[config.mk]
export PLATFORM = sky130hd
export DESIGN_NAME = uart_tx_arbiter
export DESIGN_NICKNAME = d
export VERILOG_FILES = /design/src/rtl/uart_tx_arbiter.sv
export SDC_FILE = /design/constraint.sdc
export NUM_CORES = 1
export LEC_CHECK = 0
export ABC_AREA = 1
export CORE_MARGIN = 5
export CORE_UTILIZATION = 49
export CTS_CLUSTER_DIAMETER = 60
export CTS_CLUSTER_SIZE = 12
export DETAILED_ROUTE_END_ITERATION = 10
export PLACE_DENSITY_LB_ADDON = 0.2
export SLEW_MARGIN = 10
export SYNTH_ARGS = -nofsm -noshare
export SYNTH_HDL_FRONTEND = slang
export SYNTH_SLANG_ARGS = --single-unit
[constraint.sdc]
create_clock -name clk -period 2.2 [get_ports clk]
set_input_delay 0.44 -clock clk [delete_from_list [all_inputs] [get_ports clk]]
set_output_delay 0.44 -clock clk [all_outputs]
set_load 0.02 [all_outputs]
[src/rtl/uart_tx_arbiter.sv]
// Round-robin arbiter sharing one uarttx transmitter among NUM_REQ byte
// producers. The winner's byte is latched and presented on newd/tx_data;
// a rising donetx completes the frame and acks the winner, and a watchdog
// timer aborts a transfer if the transmitter never finishes.
module uart_tx_arbiter #(
  parameter int NUM_REQ        = 4,
  parameter int TIMEOUT_CYCLES = 4096
) (
  input  logic                 clk,
  input  logic                 rst,
  input  logic [NUM_REQ-1:0]   req,
  input  logic [8*NUM_REQ-1:0] req_data,
  output logic [NUM_REQ-1:0]   ack,
  output logic [NUM_REQ-1:0]   grant,
  output logic                 newd,
  output logic [7:0]           tx_data,
  input  logic                 donetx,
  output logic                 busy,
  output logic                 timeout_err
);

  localparam int PW = $clog2(NUM_REQ);
  localparam int TW = $clog2(TIMEOUT_CYCLES);
  localparam logic [NUM_REQ-1:0] ONE_HOT0 = NUM_REQ'(1);

  typedef enum logic [1:0] {
    IDLE,
    WAIT_DONE,
    RELEASE
  } state_t;

  state_t        state;
  logic [PW-1:0] ptr;
  logic [PW-1:0] owner;
  logic [PW-1:0] owner_next;
  logic [PW-1:0] pick;
  logic [PW:0]   cand;
  logic          hit;
  logic [TW-1:0] timer;
  logic          donetx_q;
  logic          done_rise;
  logic [7:0]    req_byte [NUM_REQ];

  // Split the flat data bus into one byte per requester.
  generate
    for (genvar gi = 0; gi < NUM_REQ; gi++) begin : g_bytes
      assign req_byte[gi] = req_data[8*gi +: 8];
    end
  endgenerate

  assign done_rise  = donetx & ~donetx_q;
  assign owner_next = (owner == PW'(NUM_REQ - 1)) ? '0 : owner + 1'b1;
  assign busy       = (state != IDLE);

  // Rotating priority scan: first asserted request at or after ptr, wrapping.
  always_comb begin
    hit  = 1'b0;
    pick = '0;
    cand = '0;
    for (int k = 0; k < NUM_REQ; k++) begin
      cand = {1'b0, ptr} + (PW+1)'(k);
      if (cand >= (PW+1)'(NUM_REQ)) begin
        cand = cand - (PW+1)'(NUM_REQ);
      end
      if (!hit && req[cand[PW-1:0]]) begin
        hit  = 1'b1;
        pick = cand[PW-1:0];
      end
    end
  end

  // Grant / transmit / release sequencing with registered outputs.
  always_ff @(posedge clk or posedge rst) begin
    if (rst) begin
      state       <= IDLE;
      ptr         <= '0;
      owner       <= '0;
      ack         <= '0;
      grant       <= '0;
      newd        <= 1'b0;
      tx_data     <= 8'h00;
      timeout_err <= 1'b0;
      donetx_q    <= 1'b0;
      timer       <= '0;
    end else begin
      donetx_q    <= donetx;
      ack         <= '0;
      timeout_err <= 1'b0;
      case (state)
        IDLE: begin
          if (hit) begin
            owner   <= pick;
            grant   <= ONE_HOT0 << pick;
            tx_data <= req_byte[pick];
            newd    <= 1'b1;
            timer   <= '0;
            state   <= WAIT_DONE;
          end
        end
        WAIT_DONE: begin
          // A completed frame takes precedence over a coincident timeout.
          if (done_rise) begin
            newd  <= 1'b0;
            ack   <= grant;
            ptr   <= owner_next;
            state <= RELEASE;
          end else if (timer == TW'(TIMEOUT_CYCLES - 1)) begin
            newd        <= 1'b0;
            timeout_err <= 1'b1;
            ptr         <= owner_next;
            state       <= RELEASE;
          end else begin
            timer <= timer + 1'b1;
          end
        end
        RELEASE: begin
          // Hold ownership until donetx drops so newd is seen low before
          // the transmitter can accept another frame.
          if (!donetx) begin
            grant <= '0;
            state <= IDLE;
          end
        end
        default: state <= IDLE;
      endcase
    end
  end

endmodule

==> results of run 1 <==
-- flip-flops by register name, indices dropped and copies added (netlist names) --
| register | count |
|---|---|
| timer | 12 |
| tx_data | 8 |
| ack | 4 |
| grant | 4 |
| owner | 2 |
| ptr | 2 |
| state | 2 |
| donetx_q | 1 |
| newd | 1 |
| timeout_err | 1 |
-- path summary, 6_finish.rpt --
| check | start | slack, ns | cells past startpoint | end |
|---|---|---|---|---|
| worst max-delay path | state[1] | 0.23 | 3 | busy |
| worst min-delay path | tx_data[3] | 0.50 | 2 | tx_data[3] |
| worst max register to register | timer[0] | 0.30 | 11 | ptr[0] |
| worst min register to register | tx_data[3] | 0.50 | 2 | tx_data[3] |
| max in group asynchronous | rst | 1.30 | 3 | newd |
| min in group asynchronous | rst | 0.56 | 3 | timer[11] |
-- logic make-up (layout without fill, tap and decap cells) --
family	after synthesis	count (layout)	synth area share (%)
AND/OR/NAND/NOR	211	211	42.1
buffers and inverters	46	117	9.07
flip-flops	37	37	39.7
AO/OA/AOI/OAI	24	24	6.55
XOR/XNOR	4	4	1.50
adder cells (fa/ha/maj)	2	2	1.07
-- Yosys cell counts, drive strengths merged --
cell	instances
a21oi	4
a31oi	1
buf	9
clkinv	2
dfrtp	37
ha	2
inv	35
nand2	144
nand3	23
nand4	19
nor2	16
nor3	8
nor4	1
o21ai	12
o22ai	1
o31ai	6
xor2	4
-- critical path: stages (launching register included) --
cell             delay [ns]
dfrtp_1                0.41
nor2_1                 0.24
inv_1                  0.07
clkdlybuf4s50_1        0.53
-- per-layer routing --
layer	up-vias	global-route usage [%]	share of wire, %
li1	1180	-	-
met1	1060	26.8	45
met2	71	34.4	48
met3	10	4.65	5.7
met4	0	6.01	1.4
met5	-	0	0
-- through the flow --
stage / instances / utilization (%) / setup slack (ns)
2_1_floorplan: 324 / - / 0.504
3_3_place_gp: 442 / 64.7 / 0.0135
3_5_place_dp: 442 / 64.7 / -0.0357
4_1_cts: 449 / 67.0 / 0.194
5_1_grt: 449 / 67.0 / 0.0313
6_report: 449 / 67.0 / 0.226
-- final cells by class --
class / instances / area share [%]
Timing Repair Buffer: 73 / 22.1
Multi-Input combinational cell: 241 / 38.3
Clock inverter: 2 / 1.12
Sequential cell: 37 / 29.7
Inverter: 37 / 4.45
Tap cell: 54 / 2.17
Clock buffer: 5 / 2.21
-- where the power goes --
group	switching [W]	internal (W)	leakage (nW)
clock	0.000230	0.000329	0.0540
sequential	0.000135	0.000873	0.484
combinational	0.00179	0.00105	1.01
==> run metrics, run 1 <==
period utilisation layout=89.7%; Area after DPL=3020 um2; Buffers on Ports=57; DRT Pass-1 Iters=5; commonest non-fill, non-tap cell in the layout=nand2_1; Leak=1.55 nW; Die Span Y=79.0 um; fin nets=436; YS warnings=0; flops & latches, synth=37; Hold Slack=0.502 ns; # clock sinks=37; Post-route DRC=0; Yosys top cell by area=dfrtp_1; Critical Path AT=1.53 ns; Sum Neg Setup Slack=0 ns; cell count after synthesis=324; most frequent cells in the layout=129 x nand2_1, 57 x clkdlybuf4s50_1, 37 x dfrtp_1; Max Cap Violations=0; synth top area cells=dfrtp_1 40%, nand2_1 21%, nand4_1 5.1%; Crit Path Category=register to output pin; Starting Density=50.0%; area of the core=4660 um2; Final Hold Vio Count=0; die footprint=6240 um2; H-tree lvl count=2; share of post-route cells with drive strength above 1=13.4%; Clock transition at path regs=0.06 ns; total power=0.00441 W; max-slew violation count=0; FP Rows=25; detailed placement HPWL=4500 um; Vias/cell=5.17; Routed WL per cell=13.1 um; Antenna Nets Post-Route=0; routability congestion estimate=0.941; DIE WIDTH=79.0 um; gr usage total=20.6%; first-pass GRT wire length=10500 um; Syn Std Cell Area=2330 um2; largest net degree at the start of global routing=38; syn_nets=365; Worst EP required=1.76 ns; IO Pins=58; post-synth top area share=39.7%; Peak VDD IR=0.797 mV; Hold Crit Class=register to register; Clock Latency Late Sink=0.29 ns; postcts setup bufs=0; Worst Path Max Fanout=4; RSZ-0062 raised after global routing=no; slew of the pin with the lowest slew margin=0.466 ns; fin area=3120 um2; DRT Wirelength=5890 um; number of global-route vias before repair=2299; initial drt markers=150; grt total ovfl=0; Synth Area per Inst=7.19 um2; vias post-DR=2321; Fill cells=404; area delta synth->final=33.9%; post-synthesis sequential area ratio=39.7%; CTS Buf Count=5; final setup fails=0; initial antenna violation count=0; Tmin final=1.97 ns; Power Dens Cells=1410 nW/um2; crit end category=output pin; FF/Latch Area=926 um2; TritonCTS clock tree=done; root buf cell=clkbuf_8; relative slew slack=68.9%; skew final=0.00658 ns; area of the multi-input gates=1190 um2; Resize count post-CTS=0; Antenna Cells=0; fmax=0.507 GHz; Max Root-Sink Buffers=2; cts hold-fix bufs=0; status=completed; Worst Setup Start Kind=register; Yosys cell types=29
(Power assumes the default switching activity.)
==> run 2, diff against run 1 <==
--- a/config.mk
+++ b/config.mk
@@ -11,6 +11,7 @@
 export CTS_CLUSTER_DIAMETER = 60
 export CTS_CLUSTER_SIZE = 12
 export DETAILED_ROUTE_END_ITERATION = 10
+export GPL_TIMING_DRIVEN = 0
 export PLACE_DENSITY_LB_ADDON = 0.2
 export SLEW_MARGIN = 10
 export SYNTH_ARGS = -nofsm -noshare
==> run metrics, run 2 (synthesis results as in run 1) <==
Leak=1.54 nW; share of post-route cells with drive strength above 1=13.7%; Max Root-Sink Buffers=2; RSZ-0062 raised after global routing=no; initial drt markers=72; FP Rows=25; Worst Path Max Fanout=10; most frequent cells in the layout=128 x nand2_1, 57 x clkdlybuf4s50_1, 37 x dfrtp_1; Hold Crit Class=register to register; Final Hold Vio Count=0; worst slack, placed=-0.183 ns; crit end category=register; utilization after layout=67.1%; Vias/cell=5.09; Antenna Nets Post-Route=0; grt total ovfl=0; area of the core=4660 um2; Critical Path AT=2.19 ns; # clock sinks=37; routability congestion estimate=0.903; DIE WIDTH=79.0 um; largest net degree at the start of global routing=38; Post-route DRC=0; Crit Path Category=primary input to register; Top reg by flops=timer; Antenna Cells=0; slew of the pin with the lowest slew margin=0.744 ns; CTS Buf Count=5; Power Dens Cells=1450 nW/um2; vias post-DR=2276; number of global-route vias before repair=2212; Buffers on Ports=57; total power=0.00455 W; relative slew slack=50.3%; Worst Setup Start Kind=primary input; Die Span Y=79.0 um; Tmin final=2.01 ns; DRT Pass-1 Iters=4; initial antenna violation count=0; Clock transition at path regs=0.07 ns; die footprint=6240 um2; gr usage total=19.4%; Clock Latency Late Sink=0.28 ns; Routed WL per cell=13.1 um; root buf cell=clkbuf_8; max FFs per register=12; Max Cap Violations=0; Worst EP required=2.37 ns; TritonCTS clock tree=done; first-pass GRT wire length=9890 um; cts hold-fix bufs=0; largest registers=timer: 12 flops, tx_data: 8 flops; period utilisation layout=91.6%; final setup fails=0; IO Pins=58; fin nets=434; detailed placement HPWL=4410 um; area delta synth->final=34.2%; commonest non-fill, non-tap cell in the layout=nand2_1; status=completed; DRT Wirelength=5840 um; Starting Density=50.0%; fmax=0.496 GHz; Peak VDD IR=0.862 mV; final setup margin=0.186 ns; skew final=0.00335 ns; H-tree lvl count=2; max-slew violation count=0
run 2: cell types whose count changed in the layout (fill, tap and decap cells not counted), moves of 2 or more:
| cell | change |
|---|---|
| buf_2 | +5 |
| buf_6 | +2 |
| buf_4 | -11 |
| nand3_4 | +2 |
| inv_2 | +2 |
| nand3_2 | -2 |
run 2: power breakdown:
group / total, W / switching (W) / internal (W)
registers: 0.000994 / 0.000121 / 0.000873
clock network: 0.000463 / 0.000215 / 0.000248
logic: 0.00309 / 0.00190 / 0.00119
run 2: worst max-delay path: stages:
cell and delay (ns):
clkdlybuf4s50_1 0.42, inv_1 0.09, nand2_2 0.05, nand3_1 0.12, nand2_2 0.10, nor2_4 0.15, nand3_4 0.17, buf_2 0.23
nand4_1 0.09, nand2_1 0.07, nand2_1 0.06, nand2_1 0.06, nand2_1 0.06, nand2_1 0.05
run 2: path summary, 6_finish.rpt:
| check | start | endpoint | slack (ns) | cells past startpoint |
|---|---|---|---|---|
| worst max-delay path | req[3] | tx_data[1] | 0.19 | 14 |
| worst min-delay path | tx_data[2] | tx_data[2] | 0.48 | 2 |
| worst max register to register | timer[0] | timer[3] | 0.21 | 14 |
| worst min register to register | tx_data[2] | tx_data[2] | 0.48 | 2 |
| max in group asynchronous | rst | timer[7] | 1.12 | 2 |
| min in group asynchronous | rst | ack[3] | 0.60 | 2 |
run 2: stage by stage:
stage	instances	area, um2	hold WS, ns	setup TNS (ns)
floorplan	324	2330	0.457	0
global route	447	3130	0.505	0
CTS	442	3060	0.484	0
global placement	435	2970	0.462	-1.33
detailed placement	435	2970	0.466	-2.12
finish	447	3130	0.483	0
run 2: repair_timing:
item	4_1_cts	5_1_grt
buffers inserted	0	5
gates resized for setup	0	8
setup endpoints to repair	0	10
run 2: metal layers:
layer | routed length [um] | vias up | part of all wire [%] | global-route usage [%]
li1 | - | 1177 | - | -
met4 | 59 | 0 | 1.0 | 4.12
met3 | 349 | 6 | 6.0 | 3.97
met2 | 2880 | 53 | 49 | 34.1
met5 | 0 | - | 0 | 0
met1 | 2550 | 1040 | 44 | 24.7
run 2: area by class of cell:
type | instances | area [um2]
Buffer | 9 | 75.1
Clock buffer | 7 | 86.3
Fill cell | 417 | 1530
Inverter | 37 | 139
Multi-Input combinational cell | 241 | 1230
Sequential cell | 37 | 926
Tap cell | 54 | 67.6
Timing Repair Buffer | 62 | 608
